[config.mk]
export PLATFORM = sky130hd
export DESIGN_NAME = cnt_bank_flat
export DESIGN_NICKNAME = d
export VERILOG_FILES = /design/src/rtl/cnt_bank_pkg.sv /design/src/rtl/cnt_bank_if.sv /design/src/rtl/cnt_chan.sv /design/src/rtl/cnt_bank.sv /design/src/flat_wrapper.sv
export SDC_FILE = /design/constraint.sdc
export NUM_CORES = 1
export LEC_CHECK = 0
export CORE_ASPECT_RATIO = 1.2
export CORE_MARGIN = 2
export CORE_UTILIZATION = 30
export CTS_CLUSTER_SIZE = 12
export DETAILED_ROUTE_END_ITERATION = 6
export GPL_ROUTABILITY_DRIVEN = 1
export SLEW_MARGIN = 20
export SYNTH_ARGS = -nofsm -noshare
export SYNTH_HDL_FRONTEND = slang
export SYNTH_SLANG_ARGS = --single-unit
export TNS_END_PERCENT = 50
[constraint.sdc]
create_clock -name clk -period 2.8 [get_ports clk]
set_input_delay 0.28 -clock clk [delete_from_list [all_inputs] [get_ports clk]]
set_output_delay 0.28 -clock clk [all_outputs]
set_load 0.02 [all_outputs]
[src/rtl/cnt_bank_pkg.sv]
// Shared types and default sizes for the multi-channel counter bank.
package cnt_bank_pkg;

    typedef enum logic {CNT_UP, CNT_DN} cnt_dir_e;
    typedef enum logic {CNT_WRAP, CNT_SAT} cnt_mode_e;

    localparam int unsigned CNT_NCH_DEF = 4;
    localparam int unsigned CNT_WL_DEF  = 16;

endpackage

[src/rtl/cnt_bank_if.sv]
// Control/status bundle of the counter bank; CNT_BANK_OVF_STICKY_EN adds the
// sticky overflow flags and their clears.
interface cnt_bank_if
    import cnt_bank_pkg::*;
#(
    parameter int unsigned NCH = CNT_NCH_DEF,
    parameter int unsigned WL  = CNT_WL_DEF
);

    logic [NCH-1:0]         en;
    logic [NCH-1:0]         clr;
    logic [NCH-1:0]         ld;
    logic [NCH-1:0][WL-1:0] ld_val;
    logic [NCH-1:0]         dn;
    logic [NCH-1:0]         sat;
    logic [NCH-1:0][WL-1:0] lim;
    logic [NCH-1:0][WL-1:0] cnt;
    logic [NCH-1:0]         evt;
    logic [NCH-1:0]         at_max;
    logic [NCH-1:0]         at_zero;
`ifdef CNT_BANK_OVF_STICKY_EN
    logic [NCH-1:0]         ovf_clr;
    logic [NCH-1:0]         ovf;

    modport master (
        output en, clr, ld, ld_val, dn, sat, lim, ovf_clr,
        input  cnt, evt, at_max, at_zero, ovf
    );
    modport slave (
        input  en, clr, ld, ld_val, dn, sat, lim, ovf_clr,
        output cnt, evt, at_max, at_zero, ovf
    );
`else
    modport master (
        output en, clr, ld, ld_val, dn, sat, lim,
        input  cnt, evt, at_max, at_zero
    );
    modport slave (
        input  en, clr, ld, ld_val, dn, sat, lim,
        output cnt, evt, at_max, at_zero
    );
`endif

endinterface

[src/rtl/cnt_chan.sv]
// One counter channel: clear/load/count next-state logic with registered cnt/evt
// (and sticky ovf when CNT_BANK_OVF_STICKY_EN is defined).
module cnt_chan
    import cnt_bank_pkg::*;
#(
    parameter int unsigned WL = CNT_WL_DEF
) (
    input  logic          clk,
    input  logic          rst,
    input  logic          en_i,
    input  logic          clr_i,
    input  logic          ld_i,
    input  logic [WL-1:0] ld_val_i,
    input  logic          dn_i,
    input  logic          sat_i,
    input  logic [WL-1:0] lim_i,
`ifdef CNT_BANK_OVF_STICKY_EN
    input  logic          ovf_clr_i,
    output logic          ovf_o,
`endif
    output logic [WL-1:0] cnt_o,
    output logic          evt_o,
    output logic          at_max_o,
    output logic          at_zero_o
);

    localparam logic [WL-1:0] ZERO = {WL{1'b0}};
    localparam logic [WL-1:0] ONE  = {{(WL-1){1'b0}}, 1'b1};

    logic [WL-1:0] cnt_q, cnt_d;
    logic          evt_q, evt_d;
    cnt_dir_e      dir_s;
    cnt_mode_e     mode_s;

    assign dir_s  = cnt_dir_e'(dn_i);
    assign mode_s = cnt_mode_e'(sat_i);

    // Next count and event: clr beats ld beats en; a count above lim acts as lim.
    always_comb begin
        cnt_d = cnt_q;
        evt_d = 1'b0;
        if (clr_i) begin
            cnt_d = ZERO;
        end else if (ld_i) begin
            cnt_d = (ld_val_i > lim_i) ? lim_i : ld_val_i;
        end else if (en_i) begin
            case (dir_s)
                CNT_UP: begin
                    if (cnt_q < lim_i) begin
                        cnt_d = cnt_q + ONE;
                    end else begin
                        evt_d = 1'b1;
                        cnt_d = (mode_s == CNT_SAT) ? lim_i : ZERO;
                    end
                end
                CNT_DN: begin
                    if (cnt_q != ZERO) begin
                        cnt_d = cnt_q - ONE;
                    end else begin
                        evt_d = 1'b1;
                        cnt_d = (mode_s == CNT_SAT) ? ZERO : lim_i;
                    end
                end
                default: begin
                    cnt_d = cnt_q;
                    evt_d = 1'b0;
                end
            endcase
        end else begin
            cnt_d = cnt_q;
            evt_d = 1'b0;
        end
    end

    // Counter and event registers with synchronous reset.
    always_ff @(posedge clk) begin
        if (rst) begin
            cnt_q <= ZERO;
            evt_q <= 1'b0;
        end else begin
            cnt_q <= cnt_d;
            evt_q <= evt_d;
        end
    end

`ifdef CNT_BANK_OVF_STICKY_EN
    logic ovf_q, ovf_d;

    // Sticky overflow: a new event wins over a same-cycle clear.
    always_comb begin
        ovf_d = ovf_q;
        if (evt_d) begin
            ovf_d = 1'b1;
        end else if (ovf_clr_i) begin
            ovf_d = 1'b0;
        end else begin
            ovf_d = ovf_q;
        end
    end

    // Overflow flag register.
    always_ff @(posedge clk) begin
        if (rst) begin
            ovf_q <= 1'b0;
        end else begin
            ovf_q <= ovf_d;
        end
    end

    assign ovf_o = ovf_q;
`endif

    assign cnt_o     = cnt_q;
    assign evt_o     = evt_q;
    assign at_max_o  = (cnt_q == lim_i);
    assign at_zero_o = (cnt_q == ZERO);

endmodule

[src/rtl/cnt_bank.sv]
// NCH independent up/down counters with runtime limit, wrap/saturate and event
// pulse. Optional sticky overflow flags via CNT_BANK_OVF_STICKY_EN.
module cnt_bank
    import cnt_bank_pkg::*;
#(
    parameter int unsigned NCH = CNT_NCH_DEF,
    parameter int unsigned WL  = CNT_WL_DEF
) (
    input logic      clk,
    input logic      rst,
    cnt_bank_if.slave bus
);

    logic [NCH-1:0][WL-1:0] cnt_s;
    logic [NCH-1:0]         evt_s;
    logic [NCH-1:0]         at_max_s;
    logic [NCH-1:0]         at_zero_s;
`ifdef CNT_BANK_OVF_STICKY_EN
    logic [NCH-1:0]         ovf_s;
`endif

    for (genvar g = 0; g < NCH; g++) begin : g_chan
        cnt_chan #(
            .WL (WL)
        ) u_chan (
            .clk       (clk),
            .rst       (rst),
            .en_i      (bus.en[g]),
            .clr_i     (bus.clr[g]),
            .ld_i      (bus.ld[g]),
            .ld_val_i  (bus.ld_val[g]),
            .dn_i      (bus.dn[g]),
            .sat_i     (bus.sat[g]),
            .lim_i     (bus.lim[g]),
`ifdef CNT_BANK_OVF_STICKY_EN
            .ovf_clr_i (bus.ovf_clr[g]),
            .ovf_o     (ovf_s[g]),
`endif
            .cnt_o     (cnt_s[g]),
            .evt_o     (evt_s[g]),
            .at_max_o  (at_max_s[g]),
            .at_zero_o (at_zero_s[g])
        );
    end

    assign bus.cnt     = cnt_s;
    assign bus.evt     = evt_s;
    assign bus.at_max  = at_max_s;
    assign bus.at_zero = at_zero_s;
`ifdef CNT_BANK_OVF_STICKY_EN
    assign bus.ovf     = ovf_s;
`endif

endmodule

[src/flat_wrapper.sv]
// flat-port wrapper written by rule: the top's interface ports become plain ports
module cnt_bank_flat import cnt_bank_pkg::*;
#(
    parameter int unsigned NCH = CNT_NCH_DEF,
    parameter int unsigned WL  = CNT_WL_DEF
)
  (clk, rst, bus_en, bus_clr, bus_ld, bus_ld_val, bus_dn, bus_sat, bus_lim, bus_cnt, bus_evt, bus_at_max, bus_at_zero);
  cnt_bank_if #(.NCH(NCH), .WL(WL)) bus_i ();
  input logic clk;
  input logic rst;
  input wire logic [$bits(bus_i.en)-1:0] bus_en;
  input wire logic [$bits(bus_i.clr)-1:0] bus_clr;
  input wire logic [$bits(bus_i.ld)-1:0] bus_ld;
  input wire logic [$bits(bus_i.ld_val)-1:0] bus_ld_val;
  input wire logic [$bits(bus_i.dn)-1:0] bus_dn;
  input wire logic [$bits(bus_i.sat)-1:0] bus_sat;
  input wire logic [$bits(bus_i.lim)-1:0] bus_lim;
  output wire logic [$bits(bus_i.cnt)-1:0] bus_cnt;
  output wire logic [$bits(bus_i.evt)-1:0] bus_evt;
  output wire logic [$bits(bus_i.at_max)-1:0] bus_at_max;
  output wire logic [$bits(bus_i.at_zero)-1:0] bus_at_zero;
  assign bus_i.en = bus_en;
  assign bus_i.clr = bus_clr;
  assign bus_i.ld = bus_ld;
  assign bus_i.ld_val = bus_ld_val;
  assign bus_i.dn = bus_dn;
  assign bus_i.sat = bus_sat;
  assign bus_i.lim = bus_lim;
  assign bus_cnt = bus_i.cnt;
  assign bus_evt = bus_i.evt;
  assign bus_at_max = bus_i.at_max;
  assign bus_at_zero = bus_i.at_zero;
  cnt_bank #(.NCH(NCH), .WL(WL)) u_core (.clk(clk), .rst(rst), .bus(bus_i));
endmodule
== After elaboration in Yosys (flattened, before gate mapping) ==
Index checks and enable logic that the tools add are counted.

* Bitwise logic cells: 8
* Order comparisons: 8
* Add/sub/neg operators: 8
* Mux-type cells: 44
* Reduce and logical (&&, ||, !) cells: 20
* Equality and inequality tests: 4

{| class="wikitable"
|+ Operators with widths
! kind !! count
|-
| two-way mux 16 bit || 28
|-
| one-hot mux 16 bit (2 select lines) || 4
|-
| adder 16 x 1 -> 16 bit, second input constant || 4
|-
| == test 16 bit || 4
|-
| > comparator 16 bit || 4
|-
| logical NOT 16 bit || 4
|-
| less-than comparator 16 bit || 4
|-
| nonzero test 16 bit || 4
|-
| subtractor 16 x 1 -> 16 bit, second input constant || 4
|-
| OR reduction 4 bit || 4
|-
| two-way mux 1 bit || 8
|-
| inverter 1 bit || 8
|-
| one-hot mux 1 bit (2 select lines) || 4
|-
| nonzero test 2 bit || 4
|-
| OR reduction 2 bit || 4
|}

* Input port bits: 150
* Register bits: 68

== Logic depth before layout (Yosys ltp) ==
* Depth after elaboration: 5
* Mapped depth: 11

== Cells and area by module ==
From an unflattened synthesis, not the netlist that was laid out.

* Cell total of the unflattened synthesis: 1552
* Area, all modules: 11235.8 µm²

{| class="wikitable"
|+ By module, submodules not included
! module !! area an instance (µm²) !! instances !! cells each
|-
| cnt_chan || 2808.9 || 4 || 388
|}

== Least setup slack after synthesis ==
No wires, ideal clock.

* Path type: reg-to-reg
* Start: reg u_core.g_chan[2].u_chan.cnt_q[14]
* End: reg u_core.g_chan[2].u_chan.cnt_q[0]
* Clock period less this slack: 2.700 ns
* Arrival: 2.567 ns
* Setup slack: 0.100 ns
* Cell stages (with the launch flop): 11
* Cell sequence: dfxtp_1 > ha_1 > nand4_1 > or4_1 > a21oi_1 > or4b_2 > clkbuf_1 > buf_2 > nor2_1 > a2111oi_0 > o22ai_1

* Cells in the longest elaborated chain, start to end: 5
* Elaborated cells on any way between the ends: 7
* Those cells by class: 1 x order compare; 5 x mux; 1 x reduce/logical

{| class="wikitable"
|+ Ends and longest elaborated chain
! element !! RTL line !! RTL
|-
| start, declared || cnt_chan.sv:30 || <nowiki>logic [WL-1:0] cnt_q, cnt_d;</nowiki>
|-
| start signal, assigned || cnt_chan.sv:81 || <nowiki>cnt_q <= cnt_d;</nowiki>
|-
| less-than comparator 16 bit or nonzero test 16 bit (tied branches) || cnt_chan.sv:49, cnt_chan.sv:57 ||
|-
| two-way mux 16 bit (on tied branches) || cnt_chan.sv:49, cnt_chan.sv:57 ||
|-
| one-hot mux 16 bit (2 select lines) (*) || cnt_chan.sv:47 || <nowiki>case (dir_s)</nowiki>
|-
| two-way mux 16 bit (*) || cnt_chan.sv:46 || <nowiki>end else if (en_i) begin</nowiki>
|-
| two-way mux 16 bit (*) || cnt_chan.sv:44 || <nowiki>end else if (ld_i) begin</nowiki>
|}

Mark *: on every way between the ends. The rest lies on a longest branch, timed or not. The select of a mux whose other input is x is not followed.
A chain may end at the register's enable or synchronous reset.

== Final worst setup path ==
* Start: in bus_lim[46]
* End: reg u_core.g_chan[2].u_chan.cnt_q[7]

* Cells in the longest elaborated chain, start to end: 5
* Elaborated cells on any way between the ends: 7
* Those cells by class: 2 x order compare; 5 x mux

{| class="wikitable"
|+ Ends and longest elaborated chain
! element !! RTL line !! RTL
|-
| start, declared || flat_wrapper.sv:17 || <nowiki>input wire logic [$bits(bus_i.lim)-1:0] bus_lim;</nowiki>
|-
| less-than comparator 16 bit || cnt_chan.sv:49 || <nowiki>if (cnt_q < lim_i) begin</nowiki>
|-
| two-way mux 16 bit || cnt_chan.sv:49 ||
|-
| one-hot mux 16 bit (2 select lines) || cnt_chan.sv:47 ||
|-
| two-way mux 16 bit || cnt_chan.sv:46 ||
|-
| two-way mux 16 bit (*) || cnt_chan.sv:44 ||
|}

Marks and branches as above.

==> results.md <==
- Share of layout cells above drive strength 1: 0.1741
- Avg Inst Size Synth: 7.314 um2
- Max VDD drop: 0.2734 mV
- Commonest cells post-synth: ha_1 (140), nand2_1 (119), a21oi_1 (110)
- Max Freq: 367.5 MHz
- Worst R2R Path Depth: 9
- Clock sink total: 68
- Synth cell types: 81
- Worst setup SP type: primary input
- Cell area after synthesis: 10,910 um2
- Via count: 13,190
- Post-synth top area share: 0.1606
- Placeable Area: 35,850 um2
- Largest family of logic cells by synthesized area: simple AND/OR/NAND/NOR gates
- Clock-pin slew on the worst setup and hold paths: 0.07 ns
- Tmin final: 2.721 ns
- Post-Syn Nets: 1,781
- Overall power: 5339 uW
- # diodes: 0
- Post-layout util: 0.4351
- Max-Cap Viols: 0
- Largest net degree at the start of global routing: 32
- Ratio of final minimum period to clock period: 0.9719
- Clock Tree Buf Depth: 2
- Yosys reg bits: 68
- Worst Path Required: 3.06 ns
- Data arrival, critical path: 2.98 ns
- Hpwl dp: 35,280 um
- Status: finished clean
- Vias in the first global route: 12,980
- Fill cell count: 3,634
- GP Congestion: 0.9407
- DR pass1 iterations: 6
- Synth Area in Compound Gates: 0.2353
- FP Rows: 76
- Die footprint: 37,900 um2
- Endpoints failing hold: 0
- Xor-xnor portion of the synthesized cell area: 0.07228
- Clock skew: 0.007532 ns
- Mux contribution to synthesized area: 0.07985
- Post-placement cell count: 2,329
- Fin cells: 2,346
- Drt drc: 0
- Top_reg_cell synth: dfxtp_1
- Synth-to-Final Area Change: 43.02%
- Power Density: 342.3 nW/um2
- Nets: 2,163
- Final ANT Viol Nets: 0
- Crit path capture type: register
- Clk_lat worst skew: 0.37 ns
- Number of flops mapped to enable cells by yosys: 0
- Routed vias/inst: 5.623
- CTS tree: built
- Hold_ws: 0.5752 ns
- Adder-Cell Fraction of Synth Area: 0.1606
- Gr usage total: 0.2280
- CTS Root Cell: clkbuf_16
- Setup slack after placement: -0.5694 ns
- Die Wd: 178.1 um
- Simple-gate share of the synthesized area: 0.2398
- Initial core utilization: 0.3042
- Max-slew violations: 0
- Area contributors post-synth: ha_1 (16%), dfxtp_1 (12%), mux2i_1 (7.2%)
- Max H-tree Level: 3
- Worst setup margin: 0.07859 ns
- Asr flop ratio synth: 0
- I/O pin count: 226
- Congestion Overflow GR: 0
- Slew @ Worst Pin: 0.7043 ns
- Worst Path Max Fanout: 7
- PortBufs: 225
- Postcts setup bufs: 0
- Kind of critical path: in2reg
- Setup slack, reg-to-reg: 0.13 ns
- Worst hold path type: in2reg
- Final setup fails: 0
- Hold path depth: 3
- Die height: 212.9 um
- Most common cell in the netlist: ha_1
- Relative slew slack: 0.5290
- Total wire length: 44,050 um
- Hold Buf Count CTS: 0
- Synth area leader: ha_1
- WL per Instance: 18.78 um
- First-pass GRT wire length: 68,360 um
- Inserted Clock Buffers: 9
- Lkg Pwr: 0.006736 uW
- Initial antenna violation count: 0
- Yosys warning count: 0
- Post-synthesis cell count: 1,491
- Iter 0 DRT Violations: 1,222
- Sequential area share after synthesis: 0.1248
## placed cells by master (no fill, tap or decap), drive strengths merged, types with 9 or more instances in the layout
cell and n:
dfxtp 68, nand2 119, and4 9, inv 96, and3 12, ha 140
or3 16, a31oi 15, clkbuf 11, nand3 60, o211ai 29, a221oi 13
a21oi 112, clkdlybuf4s50 218, o221ai 12, o31ai 15, o21ai 77, nand4 45
buf 264, a211oi 23, nor2 80, mux2i 78, xor2 31, or2 11
o22ai 23, nor3 54, xnor2 59, or4 14, nor4 25
## path summary, 6_finish.rpt
kind | start | to
setup / recovery | bus_lim[46] | u_core.g_chan[2].u_chan.cnt_o[7]
hold / removal | bus_ld_val[14] | u_core.g_chan[0].u_chan.cnt_o[14]
setup reg to reg | u_core.g_chan[3].u_chan.cnt_o[1] | u_core.g_chan[3].u_chan.cnt_o[2]
hold reg to reg | u_core.g_chan[1].u_chan.cnt_o[9] | u_core.g_chan[1].u_chan.cnt_o[9]
## worst max-delay path, cell delays in order
cell and delay, ns:
clkdlybuf4s50_1 0.48, inv_1 0.07, ha_1 0.29, buf_4 0.14, a21oi_1 0.12, nand2_1 0.07
a21oi_1 0.17, or4b_4 0.57, buf_4 0.20, a311o_1 0.34, a211o_1 0.25
## cells by family after synthesis
kind of cell / Yosys count
AOI/OAI and AO/OA: 394
and+or+nand+nor: 497
DFF: 68
muxes: 86
buffers and inverters: 216
xor gates and xnor gates: 90
adders and majority gates: 140
## area by class of cell
cell class | count | area, um2 | area share
sequential | 68 | 1361 | 0.08728
multi-input combinational | 1208 | 8687 | 0.5570
clock buffer | 10 | 239.0 | 0.01532
inverter | 98 | 367.9 | 0.02358
tap | 468 | 585.6 | 0.03754
clock inverter | 6 | 87.58 | 0.005615
timing repair buffer | 488 | 4269 | 0.2737
## through the flow
stage	cell area, um2	setup TNS [ns]
3_3_place_gp	15190	-13.51
4_1_cts	15520	0
6_report	15600	0
2_1_floorplan	10910	0
5_1_grt	15600	-0.001768
3_5_place_dp	15190	-15.03
## per-layer routing
layer | routed length [um] | track usage
met5 | 0 | 0
met4 | 1959 | 0.1148
met3 | 2752 | 0.02867
met2 | 21470 | 0.4032
met1 | 17870 | 0.2692
## registers in the layout (all words and copies together) (netlist names)
signal	cells
u_core.g_chan.u_chan.cnt_o	64
u_core.g_chan.u_chan.evt_o	4
## where the power goes
| part | switching, uW | internal, uW |
|---|---|---|
| combinational | 1520 | 1370 |
| clock | 565 | 806 |
| sequential | 52.6 | 1030 |
## what timing repair did
action | 4_1_cts | 5_1_grt
pin swaps | 0 | 3
cloned | 0 | 1
resized for setup | 14 | 18
endpoints found under the setup margin | 21 | 29
hold endpoints to repair | 0 | 0
Power figures use the tool's default switching activity.
